==> config.mk <==
export PLATFORM = sky130hd
export DESIGN_NAME = imem_loader
export DESIGN_NICKNAME = d
export VERILOG_FILES = /design/src/rtl/imem_loader_pkg.sv /design/src/rtl/imem_loader_byte_packer.sv /design/src/rtl/imem_loader.sv
export SDC_FILE = /design/constraint.sdc
export NUM_CORES = 1
export LEC_CHECK = 0
export CORE_AREA = 2 2 144 146
export CTS_BUF_LIST = sky130_fd_sc_hd__clkbuf_8
export CTS_CLUSTER_DIAMETER = 150
export DETAILED_ROUTE_END_ITERATION = 12
export DIE_AREA = 0 0 146 148
export GPL_TIMING_DRIVEN = 0
export PLACE_DENSITY = 0.47
export SLEW_MARGIN = 0
export SYNTH_ARGS = -nofsm -noshare
export SYNTH_HDL_FRONTEND = slang
export SYNTH_SLANG_ARGS = --single-unit
==> constraint.sdc <==
create_clock -name clk_i -period 6.8 [get_ports clk_i]
set_input_delay 1.02 -clock clk_i [delete_from_list [all_inputs] [get_ports clk_i]]
set_output_delay 1.02 -clock clk_i [all_outputs]
set_load 0.02 [all_outputs]
==> src/rtl/imem_loader_pkg.sv <==
`default_nettype none
// ============================================================================
//  Module      : imem_loader_pkg
//  Description : Shared types and constants for the instruction-memory
//                loader: FSM state encoding, byte/word geometry and the
//                width of the header word-count field.
//  Revision    : 1.0 - initial release
// ============================================================================
package imem_loader_pkg;

    localparam int BYTES_PER_WORD = 4;
    localparam int BYTE_IDX_W     = $clog2(BYTES_PER_WORD);
    localparam int HDR_BYTES      = 2;
    localparam int CNT_W          = 16;

    typedef enum logic [2:0] {
        HDR0 = 3'd0,
        HDR1 = 3'd1,
        DATA = 3'd2,
        CSUM = 3'd3,
        RUN  = 3'd4,
        ERR  = 3'd5
    } state_t;

endpackage
`default_nettype wire

==> src/rtl/imem_loader_byte_packer.sv <==
`default_nettype none
// ============================================================================
//  Module      : byte_packer
//  Description : Assembles a byte stream into little-endian words. Byte k of
//                a word lands in bits [8k+7:8k]. The completed word and a
//                one-cycle word_valid pulse appear the cycle after the final
//                byte of the word is accepted.
//  Ports       : clk_i       - clock
//                rst_i       - asynchronous active-low reset
//                in_valid    - a byte is consumed this cycle
//                in_data     - byte value
//                word_last   - combinational: this byte completes a word
//                word_valid  - registered completion pulse
//                word_data   - registered completed word
//  Revision    : 1.0 - initial release
// ============================================================================
module byte_packer
    import imem_loader_pkg::*;
#(
    parameter int WORD_W = BYTES_PER_WORD * 8
) (
    input  logic              clk_i,
    input  logic              rst_i,
    input  logic              in_valid,
    input  logic [7:0]        in_data,
    output logic              word_last,
    output logic              word_valid,
    output logic [WORD_W-1:0] word_data
);

    logic [BYTE_IDX_W-1:0] byte_idx;
    // Lower bytes of the word in progress; the top byte goes straight
    // into word_data together with these.
    logic [WORD_W-9:0]     acc;

    assign word_last = in_valid && (byte_idx == BYTE_IDX_W'(BYTES_PER_WORD - 1));

    always_ff @(posedge clk_i or negedge rst_i) begin
        if (!rst_i) begin
            byte_idx   <= '0;
            acc        <= '0;
            word_valid <= 1'b0;
            word_data  <= '0;
        end else begin
            word_valid <= word_last;
            if (in_valid) begin
                byte_idx <= byte_idx + 1'b1;  // wraps 3 -> 0 at word end
                for (int k = 0; k < BYTES_PER_WORD - 1; k++) begin
                    if (byte_idx == BYTE_IDX_W'(k)) begin
                        acc[8*k +: 8] <= in_data;
                    end
                end
            end
            if (word_last) begin
                word_data <= {in_data, acc};
            end
        end
    end

endmodule
`default_nettype wire

==> src/rtl/imem_loader.sv <==
`default_nettype none
// ============================================================================
//  Module      : imem_loader
//  Description : Byte-stream program loader. Receives a 2-byte word count N
//                (LSB first), then 4*N payload bytes, packs them into 32-bit
//                little-endian words written to instruction memory from
//                address 0, then raises cpu_start_o/done_o. An N larger than
//                the memory depth aborts the load (err_o).
//  Config      : CHECKSUM_EN - when defined, a trailing byte equal to the XOR
//                of all header and payload bytes is required; a mismatch
//                aborts to the error state without starting the CPU.
//  Ports       : clk_i, rst_i (async active-low)
//                byte_valid_i/byte_data_i/byte_ready_o - byte stream in
//                imem_we_o/imem_addr_o/imem_data_o     - memory write port
//                cpu_start_o, done_o, err_o            - status
//  Revision    : 1.0 - initial release
// ============================================================================
module imem_loader
    import imem_loader_pkg::*;
#(
    parameter int ADDR_W = 8,
    parameter int DATA_W = 32
) (
    input  logic              clk_i,
    input  logic              rst_i,
    input  logic              byte_valid_i,
    input  logic [7:0]        byte_data_i,
    output logic              byte_ready_o,
    output logic              imem_we_o,
    output logic [ADDR_W-1:0] imem_addr_o,
    output logic [DATA_W-1:0] imem_data_o,
    output logic              cpu_start_o,
    output logic              done_o,
    output logic              err_o
);

    localparam logic [CNT_W:0] MAX_WORDS = (CNT_W + 1)'(1) << ADDR_W;

    state_t             state;
    state_t             state_nx;
    logic               ready_st;
    logic               xfer;
    logic [7:0]         cnt_lo;
    logic [CNT_W-1:0]   hdr_n;
    logic [CNT_W-1:0]   word_total;
    logic [CNT_W-1:0]   word_idx;
    logic [ADDR_W-1:0]  addr_q;
    logic               pack_in;
    logic               word_last;
    logic               word_valid;
    logic               final_word;
`ifdef CHECKSUM_EN
    logic [7:0]         csum;
`endif

    assign xfer       = byte_valid_i && byte_ready_o;
    assign hdr_n      = {byte_data_i, cnt_lo};
    assign pack_in    = xfer && (state == DATA);
    assign final_word = word_last && ((word_idx + 1'b1) == word_total);

    byte_packer #(
        .WORD_W     (DATA_W)
    ) u_packer (
        .clk_i      (clk_i),
        .rst_i      (rst_i),
        .in_valid   (pack_in),
        .in_data    (byte_data_i),
        .word_last  (word_last),
        .word_valid (word_valid),
        .word_data  (imem_data_o)
    );

    assign imem_we_o   = word_valid;
    assign imem_addr_o = addr_q;

    // State register
    always_ff @(posedge clk_i or negedge rst_i) begin
        if (!rst_i) begin
            state <= HDR0;
        end else begin
            state <= state_nx;
        end
    end

    // Next-state logic
    always_comb begin
        state_nx = state;
        case (state)
            HDR0: if (xfer) state_nx = HDR1;
            HDR1: begin
                if (xfer) begin
                    if (hdr_n == '0)                    state_nx = RUN;
                    else if ({1'b0, hdr_n} > MAX_WORDS) state_nx = ERR;
                    else                                state_nx = DATA;
                end
            end
            DATA: begin
`ifdef CHECKSUM_EN
                if (final_word) state_nx = CSUM;
`else
                if (final_word) state_nx = RUN;
`endif
            end
            CSUM: begin
`ifdef CHECKSUM_EN
                if (xfer) state_nx = (byte_data_i == csum) ? RUN : ERR;
`else
                state_nx = ERR;
`endif
            end
            RUN:     state_nx = RUN;
            ERR:     state_nx = ERR;
            default: state_nx = HDR0;
        endcase
    end

    // Output logic. RUN is entered on the edge that also launches the final
    // write, so start/done are held back while that write pulse is still up.
    always_comb begin
        ready_st    = (state == HDR0) || (state == HDR1) ||
                      (state == DATA) || (state == CSUM);
        byte_ready_o = ready_st && rst_i;
        cpu_start_o  = (state == RUN) && !word_valid;
        done_o       = (state == RUN) && !word_valid;
        err_o        = (state == ERR);
    end

    // Header capture, word index and write address
    always_ff @(posedge clk_i or negedge rst_i) begin
        if (!rst_i) begin
            cnt_lo     <= '0;
            word_total <= '0;
            word_idx   <= '0;
            addr_q     <= '0;
        end else begin
            if (xfer && (state == HDR0)) cnt_lo     <= byte_data_i;
            if (xfer && (state == HDR1)) word_total <= hdr_n;
            if (word_last) begin
                addr_q   <= word_idx[ADDR_W-1:0];
                word_idx <= word_idx + 1'b1;
            end
        end
    end

`ifdef CHECKSUM_EN
    always_ff @(posedge clk_i or negedge rst_i) begin
        if (!rst_i) begin
            csum <= '0;
        end else if (xfer && (state != CSUM)) begin
            csum <= csum ^ byte_data_i;
        end
    end
`endif

endmodule
`default_nettype wire
==> impl_results.md <==
- All-Layer GR Usage: between 10% and 20%
- GPL Wtd Cong: slightly below 0.8
- Post-Synth Simple-Gate Area: a little under a fifth
- Xor/xnor share of the synthesized area: between 6 and 7%
- Peak VDD IR: between 0.08 and 0.09 mV
- Worst r2r dst: u_packer.word_data[29]
- Cell taking the most area after synthesis: dfrtp_1
- Commonest non-fill, non-tap cells in the layout: nand2_1, dfrtp_1, clkdlybuf4s50_1, mux2_2, xnor2_1
- DP Area: approximately 6000 um^2
- Final Setup Violations: 0
- Clock sink total: 110
- Routed len/inst: 14.46 um
- F_max: 280.4 MHz
- Residual DRC: 0
- Fillcell total: approximately 2100
- Slew headroom: around 29%
- Minimum hold slack: 471.7 ps
- FP Rows: 52
- # resized after CTS: 0
- Vias: roughly 3300
- Final cell count without fillers: ~800
- Clock Latency Late Sink: 380 ps
- Initial DRC count: ~150
- Worst reg-to-reg path cell count: 8
- Startpoint Class: primary input
- Total CTS buffers: 9
- Setup WS post-layout: 3234 ps
- Met1 Track Usage GR: about 14%
- Total power: 1.074 mW
- First-pass detailed-route iteration total: 4
- Met2 Track Usage GR: between 10% and 20%
- Number of global-route vias before repair: ~3500
- Power per cell area: between 150 and 200 nW/um^2
- Layout cells sized above 1: 15.34%
- Antenna Nets Post-Route: 0
- Final hold vios: 0
- I/O pin total: 56
- Layout area overhead: 22.00%
- Placed Cells: roughly 800
- H-tree Lvls: 3
- Share of the synthesized area in the top cell type: 55.88%
- Post-Synthesis Cell Area: roughly 5000 um^2
- Fin crit period: ~3600 ps
- Final instance area: 6010 um^2
- First-pass GRT wire length: about 19000 um
- Reg2reg start: state[1]
- Final-stage net count: 539
- Area fraction in compound gates after synthesis: ~3.2%
- Worst-path clk slew: between 100 and 150 ps
- Reg2reg setup slack: just over 4000 ps
- CTS root buffer: clkbuf_8
- Final WL: between 10000 and 15000 um
- Worst-path fanout max: between 90 and 100
- Post-DP HPWL: between 7000 and 8000 um
- Slew @ Worst Pin: about 1100 ps
- Largest net degree at the start of global routing: 94
- RSZ-0062 raised after global routing: false
- Final Max Slew Viols: 0
- Mux share of post-synthesis cell area: a little under an eighth
- Largest family of logic cells by synthesized area: simple AND/OR/NAND/NOR gates
- Max clock buf depth: 2
- Synth Register Bits: 110
- Cells after Synth: ~460
- Die W: 146 um
- Worst min-delay path class: in -> async
- Post-CTS Setup Inserts: 0
- Initial core utilization: between 20 and 25%
- Die Y: 148 um
- Lkg Pwr: approximately 2.9 nW
- Worst EP arrival: 2550 ps
- Port buffer count: 54
- Syn Nets: approximately 470
- Leading cell type in the layout, fill and taps excluded: nand2_1
- Initial antenna violation count: 0
- Critical path class: in -> out
- GRT Residual Overflow: 0
- Run status: finished clean
- Met3 usage: about 2.3%
- Sequential area share after synthesis: 55.88%
- Final Cycle Share: a little over half
- Top post-synthesis cells by area: dfrtp_1, mux2_2, nand2_1, xnor2_1, xor2_1
- Via-to-Cell Ratio: around 4.2
- Register area: approximately 2800 um^2
- CP Capture Type: output port
- Cell variety after synth: 45
- Ant. Diodes: 0
- Maxcap violations: 0
- Skew final: between 15 and 20 ps
- Cts hold-fix bufs: 0
- Syn Area/Cell: around 11 um^2
- Pre-CTS setup slack: 2774 ps
- Area occupied by multi-input gates: between 2000 and 2500 um^2
- WP data required: just under 6000 ps
- CTS tree: done
- Total die area: ~22000 um^2
- Global route hottest layer: met2
- Core Area: 20040 um^2
- Adder-cell share of the synthesized area: ~1.3%
- Synth warn: 0
[layer usage]
| layer | wire length [um] | up-vias |
|---|---|---|
| met5 | 0 | - |
| met4 | 157 | 0 |
| met3 | 366 | 9 |
| met2 | 5572 | 49 |
| met1 | 5441 | 1630 |
| li1 | - | 1644 |
[metrics by stage]
| step | util [%] | TNS, ps |
|---|---|---|
| after detailed placement | 29.11 | 0 |
| after global placement | 28.96 | -63850 |
| after floorplan | - | 0 |
| after global routing | 29.99 | 0 |
| after CTS | 29.99 | 0 |
| final | 29.99 | 0 |
[how the worst max path moves through the flow]
stage / start / end
6_report: rst_i / byte_ready_o
5_1_grt: rst_i / u_packer.word_data[29]
4_1_cts: rst_i / u_packer.word_data[29]
3_5_place_dp: rst_i / u_packer.word_data[29]
3_3_place_gp: rst_i / u_packer.word_data[29]
2_1_floorplan: rst_i / word_total[10]
[power by group]
group          switching [mW]  internal [mW]
registers             0.00417          0.658
logic                  0.0256         0.0137
clock network           0.230          0.143
total                   0.260          0.815
[cell type report]
| type | count | area share [%] |
|---|---|---|
| multi-input cells | 316 | 33.90 |
| well taps | 270 | 5.621 |
| clock inverters | 6 | 0.6454 |
| inverters | 9 | 0.5621 |
| flip-flops and latches | 110 | 45.80 |
| clock buffers | 10 | 2.290 |
| plain buffers | 22 | 1.707 |
| repair buffers | 55 | 9.473 |
[critical path, stage by stage]
cell and delay (ps):
buf_6 200, buf_16 380, nor2b_1 230, clkdlybuf4s50_1 620
[Yosys cell counts, drive strengths merged]
cell type  instances
dfrtp            110
buf                9
a211o              2
xor2              13
nor3b              2
and2               3
nand4              8
or3                1
xnor2             23
mux2              48
or3b               1
and3b              1
a311oi             1
nand4b             1
nor3               5
o21bai             1
mux2i              2
o311ai             2
a21oi              5
and3               1
nor4               5
nor2              15
nand2b             2
ha                 5
a32o               1
o22ai              2
inv                9
o21ai              9
nor2b              4
or4                3
nand3              8
clkbuf            13
nand2            142
[kinds of logic (layout without fill, tap and decap cells)]
| kind of cell | Yosys count | count (layout) |
|---|---|---|
| DFF | 110 | 110 |
| buffers and inverters | 31 | 102 |
| and+or+nand+nor | 202 | 202 |
| AOI/OAI and AO/OA | 23 | 23 |
| adders and majority gates | 5 | 5 |
| muxes | 50 | 50 |
| xor gates and xnor gates | 36 | 36 |
[flip-flops by register name (all words and copies together), names as in the netlist]
name / flops
word_idx: 16
imem_addr_o: 8
cnt_lo: 8
u_packer.word_data: 32
u_packer.acc: 24
u_packer.word_valid: 1
u_packer.byte_idx: 2
state: 3
word_total: 16
Power figures use the tool's default switching activity.
